[config.mk]
export PLATFORM = sky130hd
export DESIGN_NAME = led_sequencer
export DESIGN_NICKNAME = d
export VERILOG_FILES = /design/src/rtl/led_seq_pkg.sv /design/src/rtl/led_tick_gen.sv /design/src/rtl/led_sequencer.sv
export SDC_FILE = /design/constraint.sdc
export NUM_CORES = 1
export LEC_CHECK = 0
export BUFFER_PORTS_ARGS = -buffer_cell sky130_fd_sc_hd__buf_2
export CORE_ASPECT_RATIO = 1.5
export CORE_MARGIN = 5
export CORE_UTILIZATION = 55
export DETAILED_ROUTE_END_ITERATION = 6
export PLACE_DENSITY = 0.83
export SYNTH_ARGS = -nofsm -noshare
export SYNTH_HDL_FRONTEND = slang
export SYNTH_HIERARCHICAL = 1
export SYNTH_SLANG_ARGS = --single-unit
export TNS_END_PERCENT = 100
[constraint.sdc]
create_clock -name clk -period 4.8 [get_ports clk]
set_clock_uncertainty 0.2 [all_clocks]
set_input_delay 0.72 -clock clk [delete_from_list [all_inputs] [get_ports clk]]
set_output_delay 0.72 -clock clk [all_outputs]
set_load 0.02 [all_outputs]
[src/rtl/led_seq_pkg.sv]
// Shared pattern-mode and FSM-state encodings for the LED sequencer.
package led_seq_pkg;

  typedef enum logic [1:0] {
    MODE_COUNT  = 2'd0,
    MODE_WALK   = 2'd1,
    MODE_BOUNCE = 2'd2,
    MODE_BLINK  = 2'd3
  } mode_e;

  typedef enum logic [1:0] {
    ST_IDLE = 2'd0,
    ST_RUN  = 2'd1,
    ST_DONE = 2'd2
  } state_e;

endpackage

[src/rtl/led_tick_gen.sv]
// Step-rate prescaler: counts 0..DIV-1 and flags the terminal count as tick.
module led_tick_gen #(
  parameter int unsigned DIV = 10
) (
  input  logic clk,
  input  logic rst_n,
  input  logic clr,
  output logic tick
);

  localparam int unsigned CW = (DIV > 1) ? $clog2(DIV) : 1;

  logic [CW-1:0] cnt;

  assign tick = (cnt == CW'(DIV - 1));

  always_ff @(posedge clk or negedge rst_n) begin
    if (!rst_n) begin
      cnt <= '0;
    end else if (clr || tick) begin
      cnt <= '0;
    end else begin
      cnt <= cnt + 1'b1;
    end
  end

endmodule

[src/rtl/led_sequencer.sv]
// Runs a commanded LED pattern at a prescaled step rate on the LED bank.
// Optional build macro LED_SEQ_PWM_EN adds BRIGHT-controlled PWM dimming.
module led_sequencer #(
  parameter int unsigned CLK_HZ     = 27000000,
  parameter int unsigned STEP_HZ    = 4,
  parameter int unsigned WIDTH      = 6,
  parameter bit          ACTIVE_LOW = 1'b1
`ifdef LED_SEQ_PWM_EN
  ,
  parameter int unsigned BRIGHT     = 4
`endif
) (
  input  logic             clk,
  input  logic             rst_n,
  input  logic             cmd_valid,
  output logic             cmd_ready,
  input  logic [1:0]       cmd_mode,
  input  logic [7:0]       cmd_steps,
  input  logic             abort,
  output logic [WIDTH-1:0] led,
  output logic             busy,
  output logic             done
);

  import led_seq_pkg::*;

  localparam int unsigned DIV = CLK_HZ / STEP_HZ;

  if (DIV < 2) begin : g_bad_div
    $error("led_sequencer: CLK_HZ/STEP_HZ must be at least 2");
  end
  if (WIDTH < 2) begin : g_bad_width
    $error("led_sequencer: WIDTH must be at least 2");
  end
`ifdef LED_SEQ_PWM_EN
  if (BRIGHT > 15) begin : g_bad_bright
    $error("led_sequencer: BRIGHT must be 0..15");
  end
`endif

  state_e           state_q, state_d;
  mode_e            mode_q, mode_d;
  logic [7:0]       left_q, left_d;
  logic             inf_q, inf_d;
  logic [WIDTH-1:0] p_q, p_d, p_adv;
  logic             dir_q, dir_d, dir_adv;
  logic [WIDTH-1:0] led_d, lit, lit_mask;
  logic             tick;

  led_tick_gen #(.DIV(DIV)) u_tick (
    .clk  (clk),
    .rst_n(rst_n),
    .clr  (state_q != ST_RUN),
    .tick (tick)
  );

`ifdef LED_SEQ_PWM_EN
  logic [3:0] pwm_cnt;

  always_ff @(posedge clk or negedge rst_n) begin
    if (!rst_n) begin
      pwm_cnt <= '0;
    end else begin
      pwm_cnt <= pwm_cnt + 4'd1;
    end
  end

  assign lit_mask = (32'(pwm_cnt) < BRIGHT) ? '1 : '0;
`else
  assign lit_mask = '1;
`endif

  // Bounce flips direction on the step that lands on an end bit, so each end is shown once.
  always_comb begin
    p_adv   = p_q;
    dir_adv = dir_q;
    case (mode_q)
      MODE_COUNT: p_adv = p_q + WIDTH'(1);
      MODE_WALK:  p_adv = {p_q[WIDTH-2:0], p_q[WIDTH-1]};
      MODE_BOUNCE: begin
        if (dir_q) begin
          p_adv = p_q << 1;
          if (p_adv[WIDTH-1]) dir_adv = 1'b0;
        end else begin
          p_adv = p_q >> 1;
          if (p_adv[0]) dir_adv = 1'b1;
        end
      end
      MODE_BLINK: p_adv = ~p_q;
      default:    p_adv = p_q;
    endcase
  end

  always_comb begin
    state_d = state_q;
    mode_d  = mode_q;
    left_d  = left_q;
    inf_d   = inf_q;
    p_d     = p_q;
    dir_d   = dir_q;
    case (state_q)
      ST_IDLE: begin
        if (cmd_valid) begin
          mode_d  = mode_e'(cmd_mode);
          left_d  = cmd_steps;
          inf_d   = (cmd_steps == 8'd0);
          dir_d   = 1'b1;
          state_d = ST_RUN;
          case (mode_e'(cmd_mode))
            MODE_COUNT:  p_d = '0;
            MODE_WALK:   p_d = WIDTH'(1);
            MODE_BOUNCE: p_d = WIDTH'(1);
            MODE_BLINK:  p_d = '1;
            default:     p_d = '0;
          endcase
        end
      end
      ST_RUN: begin
        if (abort) begin
          state_d = ST_IDLE;
        end else if (tick) begin
          if (!inf_q && (left_q == 8'd1)) begin
            state_d = ST_DONE;
          end else begin
            p_d   = p_adv;
            dir_d = dir_adv;
            if (!inf_q) left_d = left_q - 8'd1;
          end
        end
      end
      ST_DONE: state_d = ST_IDLE;
      default: state_d = ST_IDLE;
    endcase
  end

  // LED register is loaded from next-state so the first pattern appears right after acceptance.
  always_comb begin
    lit   = '0;
    led_d = '0;
    if (state_d == ST_RUN) lit = p_d & lit_mask;
    led_d = ACTIVE_LOW ? ~lit : lit;
  end

  always_ff @(posedge clk or negedge rst_n) begin
    if (!rst_n) begin
      state_q <= ST_IDLE;
      mode_q  <= MODE_COUNT;
      left_q  <= '0;
      inf_q   <= 1'b0;
      p_q     <= '0;
      dir_q   <= 1'b1;
      led     <= {WIDTH{ACTIVE_LOW}};
    end else begin
      state_q <= state_d;
      mode_q  <= mode_d;
      left_q  <= left_d;
      inf_q   <= inf_d;
      p_q     <= p_d;
      dir_q   <= dir_d;
      led     <= led_d;
    end
  end

  assign cmd_ready = (state_q == ST_IDLE);
  assign busy      = (state_q == ST_RUN);
  assign done      = (state_q == ST_DONE);

endmodule

# [Yosys cells after proc, flatten, opt, wreduce, memory -nomap -nowiden]
# Index checks and enable logic that the tools add are counted.
[word_totals] elab_cells=73 ff_bits=49 inputBits=14 out_inout_bits=9
[classes] n_reduce_logical=12 add_sub_neg=3 mux=30 n_bitwise=2 eq_ne=18
[ops] cell="$mux W8" count=5
[ops] cell="$mux W6" count=6
[ops] cell="$pmux W6 S4" count=1
[ops] cell="$add A23 B1 Y23 const B" count=1
[ops] cell="$eq A23 B23 Y1 const B" count=1
[ops] cell="$mux W23" count=1
[ops] cell="$pmux W6 S3" count=1
[ops] cell="$pmux W8 S2" count=1
[ops] cell="$not A6 Y6" count=2
[ops] cell="$pmux W6 S2" count=1
[ops] cell="$reduce_and A6 Y1" count=2
[ops] cell="$eq A2 B2 Y1 const B" count=5
[ops] cell="$eq A2 B1 Y1 const B" count=4
[ops] cell="$eq A8 B1 Y1 const B" count=1
[ops] cell="$logic_not A8 Y1" count=1
[ops] cell="$mux W1" count=8
[ops] cell="$mux W2" count=4
[ops] cell="$ne A2 B2 Y1 const B" count=4
[ops] cell="$sub A8 B1 Y8 const B" count=1
[ops] cell="$add A6 B1 Y6 const B" count=1
[ops] cell="$logic_not A2 Y1" count=3
[ops] cell="$ne A2 B1 Y1 const B" count=3
[ops] cell="$pmux W2 S2" count=1
[ops] cell="$pmux W1 S2" count=1
[ops] cell="6 further kinds" count=6

# [Logic depth before layout (Yosys ltp)]
[depth] word_depth=9 mapped_depth=8 mapped_depth_nobuf=8

# [Modules after synthesis]
# The synthesis kept the hierarchy.
[modules_own_cells] mod="led_sequencer" area_per_inst_um2=1889.3 seq_area_each_um2=659.4 instances=1 cells_per_inst=206
[modules_own_cells] mod="led_tick_gen" area_per_inst_um2=1261.2 seq_area_each_um2=575.6 instances=1 cells_per_inst=130

# [Least setup slack after synthesis]
# Ideal clock, no wire load.
[synth_path] path_type="register to register" start="register u_tick.cnt[0]" end="register p_q[4]" arrival_time_ns=2.271 required_time_ns=4.461 synth_period_minus_slack_ns=2.609 setup_slack_ns=2.191 setup_time_ns=0.139 n_path_buf=0 path_stages_with_launch=9 cell_sequence="dfrtp_1 -> ha_1 -> and3_1 -> nand4_1 -> nor3_1 -> nand2b_1 -> a31o_2 -> and3_2 -> or4_1"
[synth_via] elab_chain_cells=4
[synth_lines] element="start: declaration" line="led_tick_gen.sv:13" source="logic [CW-1:0] cnt;"
[synth_lines] element="start signal: assignment" line="led_tick_gen.sv:23" source="cnt <= cnt + 1'b1;"
[synth_lines] element="$eq A23 B23 Y1" line="led_tick_gen.sv:15" source="assign tick = (cnt == CW'(DIV - 1));"
[synth_lines] element="net tick" line="led_sequencer.sv:48" source="logic tick;"
[synth_lines] element="$mux W6" line="led_sequencer.sv:121" source="end else if (tick) begin"
[synth_lines] element="$mux W6" line="led_sequencer.sv:119" source="if (abort) begin"
[synth_lines] element="$pmux W6 S2" line="led_sequencer.sv:101" source="case (state_q)"
[synth_lines] element="net p_d[4]" line="led_sequencer.sv:45" source="logic [WIDTH-1:0] p_q, p_d, p_adv;"
[synth_lines] element="end signal: assignment" line="led_sequencer.sv:158" source="p_q <= p_d;"
[synth_lines] element="end: declaration" line="led_sequencer.sv:45"
# The timed path passes the listed nets, and every way through them passes these cells.
# A chain may end at the register's enable or synchronous reset.

# [Final worst setup path]
[layout_path] start="register state_q[1]" end="output port busy"
[layout_via] elab_chain_cells=1
[layout_lines] element="start: declaration" line="led_sequencer.sv:41" source="state_e state_q, state_d;"
[layout_lines] element="start signal: assignment" line="led_sequencer.sv:154" source="state_q <= state_d;"
[layout_lines] element="$eq A2 B1 Y1" line="led_sequencer.sv:165" source="assign busy = (state_q == ST_RUN);"
[layout_lines] element="end: declaration" line="led_sequencer.sv:21" source="output logic busy,"
# Every way passes these cells.

==> summary.txt <==
Global routing
  – Total track usage: 20.2%
  – Largest net degree at the start of global routing: 50
  – First-pass GRT wire length: between 10 and 15 mm
  – Vias in the first global route: 2525
  – Initial antenna violation count: 0
  – GRT overflow: 0

Place
  – Post-place setup slack: between 1.5 and 2 ns
  – PortBufs: 22
  – GPL Wtd Cong: 0.870
  – Placed cell areas: 3260 µm²
  – Post-DP HPWL: 4.99 mm

Logic synthesis
  – Yosys reg bits: 49
  – Post-synth top area share: 33.4%
  – Yosys cell types: 79
  – Syn Area/Cell: approximately 9.4 µm²
  – Synth area leaders: dfrtp_1 (33%), dfstp_2 (5.8%), nor2_1 (3.8%)
  – Cell Area, Synth: 3150 µm²
  – Dominant synthesized flop cell: dfrtp_1
  – Number of synthesized flops with an enable pin: 0
  – Syn nets: 354
  – Synth area leader: dfrtp_1
  – YS warnings: 6
  – Mapped Cells: roughly 340
  – Post-synthesis sequential area ratio: about 40%
  – Asr flop ratio synth: 100%

Status
  – Status: completed

Clock tree
  – Root Buffer: clkbuf_8
  – Longest Clk Path Bufs: 2
  – Cts repair resizes: 0
  – CTS tree: yes
  – CTS Buf Count: 5
  – CTS Hold Bufs: 0
  – Setup Fix Bufs, Post-CTS: 0
  – Worst skew pair latency: 0.30 ns
  – Sink Count: 49
  – Reg clk slew, reported paths: 0.09 ns
  – Htree depth: 2

Worst setup path
  – Worst reg2reg endpoint: left_q[2]
  – Critical path depth: 3
  – Cell Chain, Critical Path: nand2b_1 -> clkinv_1 -> buf_2
  – Crit-path max FO: 19
  – Startpoint types: register
  – R2R depth: 8
  – Critical path buffers and inverters: 2
  – Critical Path AT: approximately 2.3 ns
  – Worst setup path end: busy
  – CP max stage delay: 0.65 ns
  – R2r startpoint: u_tick/cnt[0]
  – Slowest cell on crit path: nand2b_1
  – Kind of critical path: reg2out
  – Data required time at the worst endpoint: 3.88 ns
  – Crit path max-delay family: buffers and inverters
  – Critical Path End Type: output pin
  – Origin of the worst setup path: state_q[1]
  – R2R setup slack: between 1.5 and 2 ns

Route
  – DRT iter0 DRCs: 222
  – Mean routed wirelength per cell: 16.3 µm
  – Vias per cell: approximately 6.3
  – Drt total wl: just under 7 mm
  – DRC Markers: 0
  – Antenna-violating nets left: 0
  – DR pass1 iterations: 4
  – Vias: 2658

Floorplanning
  – Die footprint: 7370 µm²
  – Rows: 33
  – Starting Density: 56.9%
  – Boundary Pins: 23
  – Die height: 103 µm
  – Core ar.: 5530 µm²
  – Die width: 71.8 µm

Hold path
  – Tightest Hold Check Type: in2async

Cells and area
  – Layout cells sized above 1: a little under a fifth
  – Synth-to-Final Area Change: 7.19%
  – Final net count: 370
  – N_diodes: 0
  – Fillers: 482
  – Final instance area: 3380 µm²
  – Core Util, Final: around 61%

STA
  – Worst hold slack: around 0.31 ns
  – # setup viols final: 0
  – Maximum clock rate: 0.316 GHz
  – RSZ-0062 raised after global routing: no
  – Slew Viols, Final: 0
  – Period minus WS final: 3.17 ns
  – Tcrit/Tclk final: 66.0%
  – Final hold violation count: 0
  – Sum Neg Setup Slack: 0 ns
  – Final Worst Setup Slack: 1.63 ns
  – Worst slew pin tran: around 0.74 ns
  – Worst slew margin: 50.7%

Power and ir drop
  – LEAKAGE: 1.36 nW
  – PwrDens: 352 nW/µm²
  – VDD IR max: 0.222 mV

Flow run
  – Max Cap Viol: 0
[area by class of cell]
class	instances	area [µm²]	area share, %
clock buffer	7	86.3	2.56
clock inverter	1	30.0	0.889
inverter	18	67.6	2.00
multi-input combinational	254	1750	51.7
sequential	49	1230	36.6
tap	70	87.6	2.59
timing repair buffer	24	125	3.71
[Yosys cell counts (5+ instances only)]
library cell   n
a21oi_1       18
clkbuf_1       6
dfrtp_1       42
dfstp_2        7
inv_1         17
nand2_1       20
nand2b_1       5
nand3_1       15
nand4_1        8
nor2_1        32
nor3_1        14
nor4_1        10
o21ai_0       12
o221ai_1       5
or3_1          7
xnor2_1       11
[sequential cells by signal, indices dropped and copies added, names as in the netlist]
| name | cells |
|---|---|
| u_tick/cnt | 23 |
| left_q | 8 |
| led | 6 |
| p_q | 6 |
| mode_q | 2 |
| state_q | 2 |
| dir_q | 1 |
| inf_q | 1 |
[power breakdown]
group / total (mW) / internal (mW) / switching, mW
Combinational: 0.306 / 0.128 / 0.178
Sequential: 0.581 / 0.477 / 0.105
Clock: 0.303 / 0.170 / 0.133
[placed cells by master, fill, tap and decap left out, types with 4 or more instances in the layout]
cell       n
nand4_1    8
a21oi_1   18
nand2b_1   5
o31ai_1    4
o221ai_1   5
nand2_1   20
or3_1      7
dfrtp_1   42
nor4_1    10
a31oi_1    4
mux2i_1    4
dfstp_2    7
ha_1       4
nand3_1   15
buf_2     22
xnor2_1   11
clkbuf_8   6
nor3_1    14
inv_1     17
nor2_1    32
o21ai_0   12
[cells by family (layout without fill, tap and decap cells)]
| logic type | after synthesis | after routing | share of synthesized area [%] |
|---|---|---|---|
| AOI/OAI and AO/OA | 76 | 76 | 17.6 |
| muxes | 5 | 5 | 1.63 |
| DFF | 49 | 49 | 39.2 |
| xor gates and xnor gates | 14 | 14 | 3.89 |
| adders and majority gates | 4 | 4 | 1.59 |
| and+or+nand+nor | 155 | 155 | 30.7 |
| buffers and inverters | 33 | 50 | 5.40 |
[worst reg2reg max path, cell delays in order (launching register included)]
cell	delay, ns
dfrtp_1	0.45
ha_1	0.24
and3_1	0.26
nand4_1	0.12
nor3_1	0.44
nand4bb_4	0.18
a311oi_2	0.60
nor2_2	0.20
a2bb2oi_1	0.18
[worst min path at each step]
stage | from | endpoint
after global placement | u_tick/cnt[0] | u_tick/cnt[0]
after floorplan | rst_n | inf_q
after CTS | rst_n | u_tick/cnt[4]
after detailed placement | u_tick/cnt[0] | u_tick/cnt[0]
final | rst_n | left_q[2]
after global routing | rst_n | u_tick/cnt[4]
[per-layer routing]
layer | global-route usage (%) | share of wire, % | vias to the layer above
met2 | 33.5 | 51 | 69
met1 | 25.6 | 42 | 1278
met3 | 3.32 | 4.2 | 22
li1 | - | - | 1289
met4 | 9.99 | 3.3 | 0
met5 | 0 | 0 | -
[through the flow]
step / std cells / power [mW]
floorplan: 336 / 0.813
global placement: 415 / 0.879
detailed placement: 415 / 0.891
CTS: 423 / 1.20
global route: 423 / 1.26
finish: 423 / 1.19
Note: power is estimated with default switching activity, not from simulation.
